File: config.mk
export PLATFORM = sky130hd
export DESIGN_NAME = alu_arbiter_flat
export DESIGN_NICKNAME = d
export VERILOG_FILES = /design/src/rtl/alu_arbiter_if.sv /design/src/rtl/alu_arbiter.sv /design/src/flat_wrapper.sv
export SDC_FILE = /design/constraint.sdc
export NUM_CORES = 1
export LEC_CHECK = 0
export ABC_AREA = 1
export CAP_MARGIN = 20
export CORE_MARGIN = 3
export CORE_UTILIZATION = 25
export CTS_CLUSTER_DIAMETER = 50
export CTS_CLUSTER_SIZE = 14
export DETAILED_ROUTE_END_ITERATION = 7
export PLACE_DENSITY = 0.62
export SLEW_MARGIN = 0
export SYNTH_ARGS = -nofsm -noshare
export SYNTH_HDL_FRONTEND = slang
export SYNTH_SLANG_ARGS = --single-unit
File: constraint.sdc
create_clock -name i_clk -period 1.8 [get_ports i_clk]
set_input_delay 0.54 -clock i_clk [delete_from_list [all_inputs] [get_ports i_clk]]
set_output_delay 0.54 -clock i_clk [all_outputs]
set_load 0.05 [all_outputs]
File: src/rtl/alu_arbiter_if.sv
// alu_arbiter_if: bundles the request, response and ALU-side signals of
// alu_arbiter. Signal names carry the arbiter's point of view (i_ = into
// the arbiter, o_ = out of the arbiter).
//   slave  : the arbiter side
//   master : the environment side (requesters, response sinks, the ALU)
//   i_req_valid/o_req_ready   : per-requester request handshake (bit n = requester n)
//   i_req_op*/i_req_a*/i_req_b*: per-requester op code and operands
//   o_resp_valid/i_resp_ready : per-requester response handshake
//   o_resp_data/o_resp_err    : shared result and watchdog-timeout flag
//   o_alu_*/i_alu_*           : registered ALU operation and its result
interface alu_arbiter_if;
    logic [1:0]  i_req_valid;
    logic [1:0]  o_req_ready;
    logic [3:0]  i_req_op0;
    logic [3:0]  i_req_op1;
    logic [31:0] i_req_a0;
    logic [31:0] i_req_b0;
    logic [31:0] i_req_a1;
    logic [31:0] i_req_b1;
    logic [1:0]  o_resp_valid;
    logic [1:0]  i_resp_ready;
    logic [31:0] o_resp_data;
    logic        o_resp_err;
    logic [3:0]  o_alu_op;
    logic [31:0] o_alu_a;
    logic [31:0] o_alu_b;
    logic        o_alu_valid;
    logic [31:0] i_alu_out;
    logic        i_alu_valid;

    modport slave (
        input  i_req_valid, i_req_op0, i_req_op1,
        input  i_req_a0, i_req_b0, i_req_a1, i_req_b1,
        input  i_resp_ready, i_alu_out, i_alu_valid,
        output o_req_ready, o_resp_valid, o_resp_data, o_resp_err,
        output o_alu_op, o_alu_a, o_alu_b, o_alu_valid
    );

    modport master (
        output i_req_valid, i_req_op0, i_req_op1,
        output i_req_a0, i_req_b0, i_req_a1, i_req_b1,
        output i_resp_ready, i_alu_out, i_alu_valid,
        input  o_req_ready, o_resp_valid, o_resp_data, o_resp_err,
        input  o_alu_op, o_alu_a, o_alu_b, o_alu_valid
    );
endinterface

File: src/rtl/alu_arbiter.sv
// alu_arbiter: round-robin sharing of one registered ALU between the
// execute pipeline (requester 0) and the microcode/CSR sequencer
// (requester 1). One operation in flight at a time; the variable ALU
// latency is absorbed in WAIT, and a watchdog returns an error response
// (data 0) if the ALU never signals a result.
// Ports:
//   i_clk  : clock, all logic on posedge
//   i_rst  : synchronous active-high reset
//   io_bus : alu_arbiter_if.slave (request, response and ALU signals)
module alu_arbiter #(
    parameter int unsigned MAX_WAIT = 4,
    parameter logic [3:0]  IDLE_OP  = 4'b0100
) (
    input  logic          i_clk,
    input  logic          i_rst,
    alu_arbiter_if.slave  io_bus
);

    localparam int unsigned CW = $clog2(MAX_WAIT) + 1;

    typedef enum logic [1:0] {
        S_IDLE,
        S_ISSUE,
        S_WAIT,
        S_RESP
    } state_t;

    state_t         r_state;
    logic           r_prio;         // requester favoured when both are valid
    logic           r_owner;        // requester owning the in-flight op
    logic [3:0]     r_alu_op;
    logic [31:0]    r_alu_a;
    logic [31:0]    r_alu_b;
    logic           r_alu_valid;
    logic [1:0]     r_resp_valid;
    logic [31:0]    r_resp_data;
    logic           r_resp_err;
    logic [CW-1:0]  r_cnt;

    logic [1:0]     w_grant;
    logic [CW-1:0]  w_cnt_inc;

    // Grant is combinational and only offered while idle.
    always_comb begin
        w_grant = '0;
        if (r_state == S_IDLE) begin
            case (io_bus.i_req_valid)
                2'b01:   w_grant = 2'b01;
                2'b10:   w_grant = 2'b10;
                2'b11:   w_grant = r_prio ? 2'b10 : 2'b01;
                default: w_grant = '0;
            endcase
        end
    end

    assign w_cnt_inc = r_cnt + CW'(1);

    always_ff @(posedge i_clk) begin
        if (i_rst) begin
            r_state      <= S_IDLE;
            r_prio       <= 1'b0;
            r_owner      <= 1'b0;
            r_alu_op     <= IDLE_OP;
            r_alu_a      <= '0;
            r_alu_b      <= '0;
            r_alu_valid  <= 1'b0;
            r_resp_valid <= '0;
            r_resp_data  <= '0;
            r_resp_err   <= 1'b0;
            r_cnt        <= '0;
        end else begin
            case (r_state)
                S_IDLE: begin
                    if (w_grant != '0) begin
                        // Captured straight into the ALU output registers so
                        // they appear during the single ISSUE cycle.
                        r_owner     <= w_grant[1];
                        r_prio      <= ~w_grant[1];
                        r_alu_op    <= w_grant[1] ? io_bus.i_req_op1 : io_bus.i_req_op0;
                        r_alu_a     <= w_grant[1] ? io_bus.i_req_a1  : io_bus.i_req_a0;
                        r_alu_b     <= w_grant[1] ? io_bus.i_req_b1  : io_bus.i_req_b0;
                        r_alu_valid <= 1'b1;
                        r_state     <= S_ISSUE;
                    end
                end
                S_ISSUE: begin
                    r_alu_op    <= IDLE_OP;
                    r_alu_a     <= '0;
                    r_alu_b     <= '0;
                    r_alu_valid <= 1'b0;
                    r_cnt       <= '0;
                    r_state     <= S_WAIT;
                end
                S_WAIT: begin
                    if (io_bus.i_alu_valid) begin
                        r_resp_data  <= io_bus.i_alu_out;
                        r_resp_err   <= 1'b0;
                        r_resp_valid <= r_owner ? 2'b10 : 2'b01;
                        r_state      <= S_RESP;
                    end else if (w_cnt_inc == CW'(MAX_WAIT - 1)) begin
                        // Timeout lands MAX_WAIT cycles after ISSUE.
                        r_resp_data  <= '0;
                        r_resp_err   <= 1'b1;
                        r_resp_valid <= r_owner ? 2'b10 : 2'b01;
                        r_state      <= S_RESP;
                    end else begin
                        r_cnt <= w_cnt_inc;
                    end
                end
                S_RESP: begin
                    if (io_bus.i_resp_ready[r_owner]) begin
                        r_resp_valid <= '0;
                        r_resp_err   <= 1'b0;
                        r_state      <= S_IDLE;
                    end
                end
                default: r_state <= S_IDLE;
            endcase
        end
    end

    assign io_bus.o_req_ready  = w_grant;
    assign io_bus.o_resp_valid = r_resp_valid;
    assign io_bus.o_resp_data  = r_resp_data;
    assign io_bus.o_resp_err   = r_resp_err;
    assign io_bus.o_alu_op     = r_alu_op;
    assign io_bus.o_alu_a      = r_alu_a;
    assign io_bus.o_alu_b      = r_alu_b;
    assign io_bus.o_alu_valid  = r_alu_valid;

endmodule

File: src/flat_wrapper.sv
// flat-port wrapper written by rule: the top's interface ports become plain ports
module alu_arbiter_flat 
#(
    parameter int unsigned MAX_WAIT = 4,
    parameter logic [3:0]  IDLE_OP  = 4'b0100
)
  (i_clk, i_rst, io_bus_i_req_valid, io_bus_i_req_op0, io_bus_i_req_op1, io_bus_i_req_a0, io_bus_i_req_b0, io_bus_i_req_a1, io_bus_i_req_b1, io_bus_i_resp_ready, io_bus_i_alu_out, io_bus_i_alu_valid, io_bus_o_req_ready, io_bus_o_resp_valid, io_bus_o_resp_data, io_bus_o_resp_err, io_bus_o_alu_op, io_bus_o_alu_a, io_bus_o_alu_b, io_bus_o_alu_valid);
  alu_arbiter_if io_bus_i ();
  input  logic i_clk;
  input  logic i_rst;
  input wire logic [$bits(io_bus_i.i_req_valid)-1:0] io_bus_i_req_valid;
  input wire logic [$bits(io_bus_i.i_req_op0)-1:0] io_bus_i_req_op0;
  input wire logic [$bits(io_bus_i.i_req_op1)-1:0] io_bus_i_req_op1;
  input wire logic [$bits(io_bus_i.i_req_a0)-1:0] io_bus_i_req_a0;
  input wire logic [$bits(io_bus_i.i_req_b0)-1:0] io_bus_i_req_b0;
  input wire logic [$bits(io_bus_i.i_req_a1)-1:0] io_bus_i_req_a1;
  input wire logic [$bits(io_bus_i.i_req_b1)-1:0] io_bus_i_req_b1;
  input wire logic [$bits(io_bus_i.i_resp_ready)-1:0] io_bus_i_resp_ready;
  input wire logic [$bits(io_bus_i.i_alu_out)-1:0] io_bus_i_alu_out;
  input wire logic [$bits(io_bus_i.i_alu_valid)-1:0] io_bus_i_alu_valid;
  output wire logic [$bits(io_bus_i.o_req_ready)-1:0] io_bus_o_req_ready;
  output wire logic [$bits(io_bus_i.o_resp_valid)-1:0] io_bus_o_resp_valid;
  output wire logic [$bits(io_bus_i.o_resp_data)-1:0] io_bus_o_resp_data;
  output wire logic [$bits(io_bus_i.o_resp_err)-1:0] io_bus_o_resp_err;
  output wire logic [$bits(io_bus_i.o_alu_op)-1:0] io_bus_o_alu_op;
  output wire logic [$bits(io_bus_i.o_alu_a)-1:0] io_bus_o_alu_a;
  output wire logic [$bits(io_bus_i.o_alu_b)-1:0] io_bus_o_alu_b;
  output wire logic [$bits(io_bus_i.o_alu_valid)-1:0] io_bus_o_alu_valid;
  assign io_bus_i.i_req_valid = io_bus_i_req_valid;
  assign io_bus_i.i_req_op0 = io_bus_i_req_op0;
  assign io_bus_i.i_req_op1 = io_bus_i_req_op1;
  assign io_bus_i.i_req_a0 = io_bus_i_req_a0;
  assign io_bus_i.i_req_b0 = io_bus_i_req_b0;
  assign io_bus_i.i_req_a1 = io_bus_i_req_a1;
  assign io_bus_i.i_req_b1 = io_bus_i_req_b1;
  assign io_bus_i.i_resp_ready = io_bus_i_resp_ready;
  assign io_bus_i.i_alu_out = io_bus_i_alu_out;
  assign io_bus_i.i_alu_valid = io_bus_i_alu_valid;
  assign io_bus_o_req_ready = io_bus_i.o_req_ready;
  assign io_bus_o_resp_valid = io_bus_i.o_resp_valid;
  assign io_bus_o_resp_data = io_bus_i.o_resp_data;
  assign io_bus_o_resp_err = io_bus_i.o_resp_err;
  assign io_bus_o_alu_op = io_bus_i.o_alu_op;
  assign io_bus_o_alu_a = io_bus_i.o_alu_a;
  assign io_bus_o_alu_b = io_bus_i.o_alu_b;
  assign io_bus_o_alu_valid = io_bus_i.o_alu_valid;
  alu_arbiter #(.MAX_WAIT(MAX_WAIT), .IDLE_OP(IDLE_OP)) u_core (.i_clk(i_clk), .i_rst(i_rst), .io_bus(io_bus_i));
endmodule
==> PnR_summary.wiki, run 1 <==
{| class="wikitable"
! Metric !! Value
|-
| Outcome || finished, violations left
|-
| Violated checks || setup timing
|-
| Max-slew violation total from the final report || 0
|-
| Slew at the pin with the worst max-slew slack || 0.288 ns
|-
| NetSw || 5.45 mW
|-
| Critical path peak fanout || 3
|-
| Detailed router's first-iteration violation count || 262
|-
| Setup TNS || -0.0622 ns
|-
| Finished Layout Cells || roughly 1,300
|-
| Die width || 148 microns
|-
| Most used flip-flop cell after synthesis || dfxtp_1
|-
| Iteration count of the initial detailed-routing pass || 6
|-
| Clock latency reported for the late side of the worst-skew pair || roughly 0.35 ns
|-
| Power per unit of standard cell area || 1390 nW/um^2
|-
| Total power of the final layout || 12.0 mW
|-
| Post-detailed-placement half-perimeter wirelength || 13,500 microns
|-
| Grt total ovfl || 0
|-
| Count of hold buffers inserted by post-cts repair || 0
|-
| Peak supply drop || about 0.68 mV
|-
| Utilization of the core after routing || 44.0%
|-
| Die height || 148 microns
|-
| Drt drc || 0
|-
| # nets final || about 1,200
|-
| Starting Density || about 26%
|-
| Final setup violation count || 2
|-
| Buffer cell driving the clock tree root || clkbuf_16
|-
| Switching part of the total power || 45.4%
|-
| Placed cells || 1,282
|-
| Core Rows || 51
|-
| Critical Path RT || 1.26 ns
|-
| Tightest slew margin relative to the limit || 80.8%
|-
| RSZ-0062 raised after global routing || true
|-
| Maximum number of buffers from clock root to sink || 2
|-
| Hold WC Path Type || flop to flop
|-
| Pre-CTS setup slack || -0.269 ns
|-
| EDFF count, synth || 0
|-
| Internal power consumption || 6.54 mW
|-
| Post-Synth XOR/XNOR Area || 0%
|-
| Synth-to-Final Area Change || 70.8%
|-
| Total nets after synthesis || 940
|-
| Die area || 22,000 sq um
|-
| Simple-Gate Fraction of Synth Area || approximately a third
|-
| Combinational share of power || 54.4%
|-
| Maximum level of the CTS H-tree || 3
|-
| Total global-route track usage || 16.4%
|-
| Post-Synthesis Cell Area || 5060 sq um
|-
| Largest family of logic cells by synthesized area || simple AND/OR/NAND/NOR gates
|-
| Num ports || 281
|-
| Sequential group share of total power || a little over a quarter
|-
| TritonCTS Sinks || around 110
|-
| Worst Setup Start Kind || flop
|-
| First-pass GRT wire length || 29,300 microns
|-
| Pin count of the biggest net entering global routing || 58
|-
| TritonCTS clock tree || done
|-
| Clock share of power || a little under a fifth
|-
| Time the worst path needs with I/O delays and setup || 1.84 ns
|-
| Post-route fraction of the period consumed by the critical path || 102%
|-
| Total detailed-routing wirelength || between 15,000 and 20,000 microns
|-
| Mean instance size in the synthesized netlist || between 6 and 7 sq um
|-
| Data arrival at the endpoint of the critical path || 1.30 ns
|-
| Distinct cells, synth || 21
|-
| Standby leakage power || 3.82 nW
|-
| Worst clock skew on the final layout || 0.00857 ns
|-
| Fraction of synthesized area in multiplexers || 0%
|-
| Number of buffers created by CTS || 9
|-
| Detailed-route vias per instance || between 4 and 5
|-
| Vias in the first global route || 5,411
|-
| Fraction of the yosys area taken by sequential cells || 43.9%
|-
| Adder-Cell Fraction of Synth Area || 1.73%
|-
| Flip-flop and latch count after synthesis || 111
|-
| Type of the worst setup path || flop to output pin
|-
| Number of port buffers || 280
|-
| Number of maximum-capacitance violations || 0
|-
| Yosys warning total || 0
|-
| Hold violation count in the final report || 0
|-
| Antenna violations before repair || 1
|-
| Max Clock Freq || 542 MHz
|-
| Endpoint class of the critical path || output pin
|-
| Total core area || 19,700 sq um
|-
| Fraction of registers with async set/reset || 0%
|-
| Least setup slack across all paths after layout || -0.0438 ns
|-
| Layout cells sized above 1 || around a fifth
|-
| Routed len/inst || 14.7 microns
|-
| Total via count in the routed design || 5,759
|-
| Cells after synthesis || ~760
|-
| Clock input transition at the sequential cells of the worst setup and hold paths || 0.08 ns
|-
| Number of nets still failing antenna checks after routing || 0
|-
| Synth Area in Compound Gates || between 10 and 15%
|-
| Last weighted congestion value of the routability-driven placer || 0.763
|}
through the flow:
stage	hold WS (ns)	area (sq um)
6_report	0.467	8650
3_5_place_dp	0.456	8070
5_1_grt	0.478	8650
4_1_cts	0.469	8500
2_1_floorplan	0.466	5070
3_3_place_gp	0.452	8070
metal layers:
metal | part of all wire, % | GRT usage (%)
met5 | 0 | 0
met4 | 1.3 | 3.83
met3 | 6.6 | 4.20
met2 | 49 | 28.7
met1 | 43 | 20.3
registers in the layout (all words and copies together), names as in the netlist:
name	count
u_core.io_bus.o_alu_a	32
u_core.io_bus.o_alu_b	32
u_core.io_bus.o_alu_op	4
u_core.io_bus.o_alu_valid	1
u_core.io_bus.o_resp_data	32
u_core.io_bus.o_resp_err	1
u_core.io_bus.o_resp_valid	2
u_core.r_cnt	3
u_core.r_owner	1
u_core.r_prio	1
u_core.r_state	2
cell usage after synthesis, types with 2 or more instances:
cell      number  share of area (%)
a21oi_1       99                9.8
a21oi_2        9                1.6
buf_1          8               0.59
buf_2         25                2.5
buf_4          8                1.2
buf_6          2               0.44
clkbuf_1       6               0.44
dfxtp_1      111                 44
ha_1           7                1.7
inv_1         19                1.4
inv_2          4               0.30
nand2_1      393                 29
nand2_2        5               0.62
nand3_1       39                3.9
nor2_1        16                1.2
o21ai_0        2               0.20
path summary, 6_finish.rpt:
kind                                  from                        end  slack [ns]  cells past startpoint
hold / removal    u_core.io_bus.o_alu_a[0]   u_core.io_bus.o_alu_a[0]        0.47                      2
setup reg to reg         u_core.r_state[0]  u_core.io_bus.o_alu_a[22]        0.10                     13
hold reg to reg   u_core.io_bus.o_alu_a[0]   u_core.io_bus.o_alu_a[0]        0.47                      2
setup / recovery         u_core.r_state[0]      io_bus_o_req_ready[1]       -0.04                      7
cell type report:
type                            instances  area, sq um
Sequential cell                       111         2220
Antenna cell                            1         2.50
Inverter                               23         88.8
Clock buffer                            9          225
Multi-Input combinational cell        575         2550
Fill cell                            2083        11000
Tap cell                              265          332
Timing Repair Buffer                  324         3130
Clock inverter                          7         95.1
cells in the final DEF, fill, tap and decap left out, types with 2 or more instances in the layout:
cell and instances:
a21oi_1 97, a21oi_2 10, a21oi_4 2, buf_12 15, buf_4 130, buf_6 2
clkbuf_16 12, clkdlybuf4s50_1 171, dfxtp_1 109, dfxtp_2 2, dlygate4sd2_1 2, ha_1 5
inv_1 17, inv_2 5, inv_6 2, inv_8 2, nand2_1 393, nand2_2 2
nand2_4 3, nand3_1 38, nor2_1 15
worst max-delay path, cell delays in order, from the launching register on:
cell and delay (ns):
dfxtp_2 0.33, inv_2 0.07, ha_4 0.17, nand2_4 0.06, inv_2 0.07, nand2_4 0.05
inv_4 0.06, buf_12 0.13
cells by family after synthesis:
family / after synthesis
DFF: 111
adders and majority gates: 7
buffers and inverters: 72
AOI/OAI and AO/OA: 113
and+or+nand+nor: 455
power groups by stage:
stage / Combinational, mW / Sequential, mW / Clock (mW)
after global placement: 6.09 / 3.31 / 0
after detailed placement: 6.10 / 3.33 / 0
final: 6.52 / 3.28 / 2.19
after floorplan: 2.21 / 4.98 / 0
after global routing: 7.01 / 3.35 / 2.36
after CTS: 6.27 / 3.28 / 2.27
what timing repair did:
| item | 4_1_cts | 5_1_grt |
|---|---|---|
| resized for setup | 13 | 9 |
| endpoints found under the setup margin | 2 | 67 |
| cloned | 0 | 3 |
| pin swaps | 2 | 2 |
| setup buffers | 9 | 4 |
No activity file was read; power rests on OpenSTA's default activity.
==> run 2, diff against run 1 <==
--- a/config.mk
+++ b/config.mk
@@ -9,6 +9,7 @@
 export CAP_MARGIN = 20
 export CORE_MARGIN = 3
 export CORE_UTILIZATION = 25
+export CTS_BUF_LIST = sky130_fd_sc_hd__clkbuf_2 sky130_fd_sc_hd__clkbuf_4 sky130_fd_sc_hd__clkbuf_8
 export CTS_CLUSTER_DIAMETER = 50
 export CTS_CLUSTER_SIZE = 14
 export DETAILED_ROUTE_END_ITERATION = 7
==> constraint.sdc (replaced) <==
create_clock -name i_clk -period 1.8 [get_ports i_clk]
set_input_delay 0.54 -clock i_clk [delete_from_list [all_inputs] [get_ports i_clk]]
set_output_delay 0.54 -clock i_clk [all_outputs]
set_load 0.005 [all_outputs]
==> run 2 against run 1 <==
Against the previous run: the run now ends clean; sequential cell count is the same; die area unchanged; largest power group unchanged; clock skew grew 0.0081 ns; wire length shrank 2.0%.
==> PnR_summary.wiki, run 2 (synthesis gave the netlist of run 1 again) <==
{| class="wikitable"
! Metric !! Value
|-
| Biggest cell delay along the critical path || 0.34 ns (about the same)
|-
| Maximum level of the CTS H-tree || 3 (unchanged)
|-
| Most common library cell in the layout ignoring fill and taps || nand2_1
|-
| Num ports || 281 (unchanged)
|-
| First-pass GRT wire length || 28,500 microns (-2.9%)
|-
| Post-detailed-placement half-perimeter wirelength || 13,500 microns (about the same)
|-
| Peak supply drop || 0.550 mV (-19%)
|-
| Power per unit of standard cell area || 1060 nW/um^2 (-23%)
|-
| Clock latency reported for the late side of the worst-skew pair || 0.39 ns (+0.04 ns)
|-
| Routed len/inst || 14.5 microns (-1.7%)
|-
| Least setup slack across all paths after layout || 0.000173 ns (+0.0440 ns)
|-
| Maximum number of buffers from clock root to sink || 2 (unchanged)
|-
| TritonCTS Sinks || 111 (unchanged)
|-
| Hold violation count in the final report || 0 (unchanged)
|-
| Cell family with the largest share of critical-path delay || flip-flops
|-
| Drt drc || 0 (unchanged)
|-
| Antenna violations before repair || 0 (-1)
|-
| Total of fill cells in the finished design || 2,089 (+0.29%)
|-
| Count of hold buffers inserted by post-cts repair || 0 (unchanged)
|-
| Endpoint class of the critical path || output pin
|-
| Synth-to-Final Area Change || 69.2%
|-
| Clock input transition at the sequential cells of the worst setup and hold paths || 0.11 ns (+0.03 ns)
|-
| Time the worst path needs with I/O delays and setup || 1.80 ns (-0.0440 ns)
|-
| Die width || 148 microns (unchanged)
|-
| Max-slew violation total from the final report || 0 (unchanged)
|-
| Multi-input combinational cell area || 2520 sq um (-1.1%)
|-
| Max Clock Freq || 556 MHz (+2.4%)
|-
| FF/Latch Area || 2280 sq um (+2.4%)
|-
| M1 GR Usage || 19.6% (-0.79 points)
|-
| # diodes || 0 (-1)
|-
| Iteration count of the initial detailed-routing pass || 4 (-2)
|-
| TritonCTS clock tree || done
|-
| Total power of the final layout || 9.12 mW (-24%)
|-
| Pin count of the biggest net entering global routing || 68 (+17%)
|-
| Data arrival at the endpoint of the critical path || 1.26 ns (-0.04 ns)
|-
| Last weighted congestion value of the routability-driven placer || 0.771 (+1.1%)
|-
| Detailed-route vias per instance || 4.31 (-1.7%)
|-
| Buffer cell driving the clock tree root || clkbuf_8
|-
| Final hold slack || 0.462 ns (-0.00558 ns)
|-
| Vias in the first global route || 5,372 (-0.72%)
|-
| Outcome || complete, no violations
|-
| List of cells traversed by the critical path || inv_2 > ha_4 > nand2_4 > a21oi_2 > buf_2
|-
| Total global-route track usage || 16.0% (-0.40 points)
|-
| Most frequent cells in the layout || nand2_1, clkdlybuf4s50_1, a21oi_1
|-
| Placed cells || 1,289 (+0.55%)
|-
| Standby leakage power || 4.03 nW (+5.5%)
|-
| Finished Layout Cells || 1,312 (-0.23%)
|-
| Final setup violation count || 0 (-2)
|-
| Total core area || 19,700 sq um (unchanged)
|-
| Total detailed-routing wirelength || 19,000 microns (-2.0%)
|-
| Total via count in the routed design || 5,649 (-1.9%)
|-
| Number of buffers created by CTS || 9 (unchanged)
|-
| Die area || 22,000 sq um (unchanged)
|-
| Number of maximum-capacitance violations || 0 (unchanged)
|-
| Post-route fraction of the period consumed by the critical path || 100% (-2.4 points)
|-
| Count of buffer and inverter cells on the critical path || 2 (-2)
|-
| Hold WC Path Type || primary input to flop
|-
| Type of the worst setup path || flop to output pin
|-
| RSZ-0062 raised after global routing || true
|-
| Number of port buffers || 280 (unchanged)
|-
| Grt total ovfl || 0 (unchanged)
|-
| Starting Density || 25.8% (unchanged)
|-
| Slew at the pin with the worst max-slew slack || 0.336 ns (+0.0478 ns)
|-
| Die height || 148 microns (unchanged)
|-
| Standard cell with the maximum stage delay on the critical path || dfxtp_2
|-
| Worst Setup Start Kind || flop
|-
| Pre-CTS setup slack || -0.555 ns (-0.286 ns)
|-
| Tightest slew margin relative to the limit || 77.6% (-3.2 points)
|-
| Met2 demand-to-capacity share in global routing || 28.0% (-0.66 points)
|-
| Layout cells sized above 1 || 12.5% (-6.5 points)
|-
| Met3 track demand over resource || 4.30% (+0.091 points)
|-
| Setup TNS || 0 ns (+0.0622 ns)
|-
| Detailed router's first-iteration violation count || 200 (-24%)
|-
| Worst clock skew on the final layout || 0.0166 ns (+0.00807 ns)
|-
| Number of nets still failing antenna checks after routing || 0 (unchanged)
|-
| Critical Path RT || 1.26 ns (about the same)
|-
| Critical path peak fanout || 3 (unchanged)
|-
| Most used routing layer in global routing || met2
|-
| Core Rows || 51 (unchanged)
|-
| # nets final || 1,224 (-0.16%)
|}
run 2: changes by cell type in the layout (fill, tap and decap cells not counted), moves of 2 or more:
cell	before	now
buf_12	15	7
buf_4	130	33
clkbuf_16	12	2
clkbuf_8	0	9
clkdlybuf4s50_1	171	179
clkinvlp_4	0	2
dfxtp_1	109	67
dfxtp_2	2	44
dlygate4sd2_1	2	90
dlymetal6s2s_1	0	8
nand2_2	2	4
run 2: power by group:
group | internal [mW] | switching, mW
Sequential | 3.02 | 0.242
Clock | 0.534 | 0.943
Combinational | 2.06 | 2.32
Total | 5.61 | 3.51
run 2: cell type report:
| class | count | share of cell area [%] |
|---|---|---|
| Multi-Input combinational cell | 575 | 29.4 |
| Inverter | 23 | 1.01 |
| Tap cell | 265 | 3.87 |
| Clock inverter | 7 | 0.745 |
| Timing Repair Buffer | 322 | 36.9 |
| Sequential cell | 111 | 26.6 |
| Clock buffer | 9 | 1.45 |
run 2: stage by stage:
step	area (sq um)	utilization, %
2_1_floorplan	5060	-
3_3_place_gp	8300	42.2
3_5_place_dp	8300	42.2
4_1_cts	8450	43.0
5_1_grt	8570	43.6
6_report	8570	43.6
run 2: worst paths after layout:
check / start / to / slack (ns) / cells past startpoint
worst max-delay path: u_core.r_state[0] / io_bus_o_req_ready[0] / 0.0002 / 5
worst min-delay path: i_rst / u_core.io_bus.o_alu_b[9] / 0.46 / 2
worst max register to register: u_core.r_state[0] / u_core.io_bus.o_alu_b[12] / 0.15 / 12
worst min register to register: u_core.io_bus.o_alu_b[24] / u_core.io_bus.o_alu_b[24] / 0.47 / 2
run 2: per-layer routing:
layer	vias up	wire length (microns)
met3	15	1330
met1	2528	8280
li1	2942	-
met2	164	9150
met5	-	0
met4	0	212
run 2: timing repair:
| item | in CTS | in global routing |
|---|---|---|
| setup buffers | 3 | 3 |
| gates resized for setup | 145 | 15 |
| gates cloned | 0 | 2 |
| setup endpoints to repair | 102 | 70 |
| pin swaps | 2 | 1 |
==> run 3, diff against run 2 <==
--- a/config.mk
+++ b/config.mk
@@ -14,6 +14,7 @@
 export CTS_CLUSTER_SIZE = 14
 export DETAILED_ROUTE_END_ITERATION = 7
 export PLACE_DENSITY = 0.62
+export SKIP_CTS_REPAIR_TIMING = 1
 export SLEW_MARGIN = 0
 export SYNTH_ARGS = -nofsm -noshare
 export SYNTH_HDL_FRONTEND = slang
==> run 3 against run 2 <==
Against the previous run: the flow now finishes with violations (setup timing); critical path type unchanged; clock power hardly changed; critical path depth is 2 higher; clock skew is 0.0037 ns higher; final cell count is 0.38% lower; sequential power hardly changed; wire length is 0.64% lower; first-iteration DRC count is 2.5% lower; setup slack worse by 0.032 ns.
==> PnR_summary.wiki, run 3 (synthesis gave the netlist of run 1 again) <==
{| class="wikitable"
! Metric !! Value
|-
| Die height || 148 microns (unchanged)
|-
| Die width || 148 microns (unchanged)
|-
| Clock latency reported for the late side of the worst-skew pair || 0.39 ns (about the same)
|-
| RSZ-0062 raised after global routing || true
|-
| Detailed-route vias per instance || 4.34 (+0.79%)
|-
| Number of nets still failing antenna checks after routing || 0 (unchanged)
|-
| Iteration count of the initial detailed-routing pass || 6 (+2)
|-
| Hold WC Path Type || primary input to flop
|-
| Total core area || 19,700 sq um (unchanged)
|-
| Internal power consumption || 5.73 mW (+2.0%)
|-
| Combinational share of power || 48.3% (+0.2 points)
|-
| Number of cell instances on the worst register-to-register path || 7 (-5)
|-
| Sequential group share of total power || 35.6% (about the same)
|-
| Total via count in the routed design || 5,672 (+0.41%)
|-
| Switching part of the total power || 37.7% (-0.71 points)
|-
| Total detailed-routing wirelength || 18,900 microns (-0.64%)
|-
| Maximum level of the CTS H-tree || 3 (unchanged)
|-
| Least setup slack across all paths after layout || -0.0315 ns (-0.0317 ns)
|-
| Vias in the first global route || 5,325 (-0.87%)
|-
| Clock input transition at the sequential cells of the worst setup and hold paths || 0.11 ns (about the same)
|-
| Final setup violation count || 1 (+1)
|-
| Worst Setup Start Kind || flop
|-
| Routed len/inst || 14.4 microns (-0.26%)
|-
| Drt drc || 0 (unchanged)
|-
| Standby leakage power || 5.15 nW (+28%)
|-
| Utilization of the core after routing || 45.0% (+1.4 points)
|-
| Die area || 22,000 sq um (unchanged)
|-
| TritonCTS clock tree || done
|-
| Last weighted congestion value of the routability-driven placer || 0.771 (unchanged)
|-
| Finished Layout Cells || 1,307 (-0.38%)
|-
| Data arrival at the endpoint of the critical path || 1.29 ns (+0.03 ns)
|-
| Worst setup endpoint || io_bus_o_req_ready[1]
|-
| Placed cells || 1,289 (unchanged)
|-
| Most frequent cells in the layout || nand2_1, clkdlybuf4s50_1, dlymetal6s2s_1
|-
| Antenna violations before repair || 0 (unchanged)
|-
| Final hold slack || 0.456 ns (-0.00559 ns)
|-
| Max-slew violation total from the final report || 0 (unchanged)
|-
| Detailed router's first-iteration violation count || 195 (-2.5%)
|-
| Max Clock Freq || 546 MHz (-1.7%)
|-
| Slew at the pin with the worst max-slew slack || 0.334 ns (-0.00217 ns)
|-
| Worst clock skew on the final layout || 0.0203 ns (+0.00367 ns)
|-
| Post-route fraction of the period consumed by the critical path || 102% (+1.8 points)
|-
| Reg2reg setup slack || 0.17 ns (+0.02 ns)
|-
| Layout cells sized above 1 || 12.9% (+0.35 points)
|-
| Number of maximum-capacitance violations || 0 (unchanged)
|-
| Power per unit of standard cell area || 1040 nW/um^2 (-2.4%)
|-
| Setup TNS || -0.0315 ns (-0.0315 ns)
|-
| Post-detailed-placement half-perimeter wirelength || 13,500 microns (unchanged)
|-
| Pin count of the biggest net entering global routing || 68 (unchanged)
|-
| Total power of the final layout || 9.20 mW (+0.87%)
|-
| Maximum number of buffers from clock root to sink || 2 (unchanged)
|-
| Area of all placed cells without fillers || 8850 sq um (+3.3%)
|-
| Synth-to-Final Area Change || 74.8%
|-
| Critical path peak fanout || 3 (unchanged)
|-
| Number of buffers created by CTS || 9 (unchanged)
|-
| Pre-CTS setup slack || -0.555 ns (unchanged)
|-
| DP Area || 8300 sq um (unchanged)
|-
| Violated checks || setup timing
|-
| Peak supply drop || 0.550 mV (about the same)
|-
| # diodes || 0 (unchanged)
|-
| RR Startpoint || u_core.r_state[1]
|-
| Number of port buffers || 280 (unchanged)
|-
| Num ports || 281 (unchanged)
|-
| Most common library cell in the layout ignoring fill and taps || nand2_1
|-
| Clock share of power || 16.1% (about the same)
|-
| Outcome || finished, violations left
|-
| Grt total ovfl || 0 (unchanged)
|-
| Worst setup path start || u_core.r_state[1]
|-
| Tightest slew margin relative to the limit || 77.7% (+0.14 points)
|-
| TritonCTS Sinks || 111 (unchanged)
|-
| Time the worst path needs with I/O delays and setup || 1.83 ns (+0.0317 ns)
|-
| Starting Density || 25.8% (unchanged)
|-
| NetSw || 3.47 mW (-1.0%)
|-
| Type of the worst setup path || flop to output pin
|-
| Critical Path RT || 1.26 ns (about the same)
|-
| # nets final || 1,219 (-0.41%)
|-
| Buffer cell driving the clock tree root || clkbuf_8
|-
| First-pass GRT wire length || 28,200 microns (-0.78%)
|-
| Endpoint class of the critical path || output pin
|-
| Startpoint of the worst hold path || i_rst
|-
| Total global-route track usage || 15.9% (-0.13 points)
|-
| Hold violation count in the final report || 0 (unchanged)
|-
| Critical R2R Capture || u_core.io_bus.o_alu_a[13]
|-
| Core Rows || 51 (unchanged)
|}
==> run 3: cell types whose count changed in the layout (fill, tap and decap cells not counted), moves of 2 or more <==
cell and delta:
dlymetal6s2s_1 +91, dlygate4sd2_1 -90, dfxtp_1 -10, dfxtp_2 +10, buf_4 -4, nand2_4 -2
==> run 3: layout make-up <==
cell class | count | area, sq um
Clock buffer | 9 | 124
Clock inverter | 7 | 63.8
Fill cell | 2036 | 10800
Inverter | 23 | 86.3
Multi-Input combinational cell | 575 | 2510
Sequential cell | 111 | 2290
Tap cell | 265 | 332
Timing Repair Buffer | 317 | 3450
==> run 3: worst min-delay path by stage <==
stage	endpoint	depth (start not counted)
after floorplan	u_core.r_prio	2
after CTS	u_core.io_bus.o_alu_b[9]	2
after global placement	u_core.io_bus.o_alu_valid	2
after global routing	u_core.io_bus.o_alu_b[15]	2
final	u_core.io_bus.o_alu_b[9]	2
after detailed placement	u_core.io_bus.o_alu_b[20]	2
==> run 3: metal layers <==
metal | global-route usage (%) | up-vias | part of all wire (%)
met1 | 19.5 | 2552 | 43
met3 | 4.17 | 17 | 7.0
met5 | 0 | - | 0
met4 | 4.06 | 0 | 1.1
met2 | 27.7 | 167 | 49
li1 | - | 2936 | -
==> run 3: worst max-delay path, stage by stage, from the launching register on <==
cell and delay (ns):
dfxtp_2 0.35, inv_2 0.05, ha_4 0.17, nand2_2 0.08, inv_2 0.03, nand2_2 0.06
inv_2 0.04, dlymetal6s2s_1 0.14
==> run 3: power groups by stage <==
stage                     clock (mW)  combinational (mW)  sequential, mW
after floorplan                    0                2.17            3.34
after global placement             0                4.54            3.27
after detailed placement           0                4.56            3.29
after CTS                       1.58                4.58            3.24
after global routing            1.65                4.96            3.34
final                           1.48                4.44            3.27
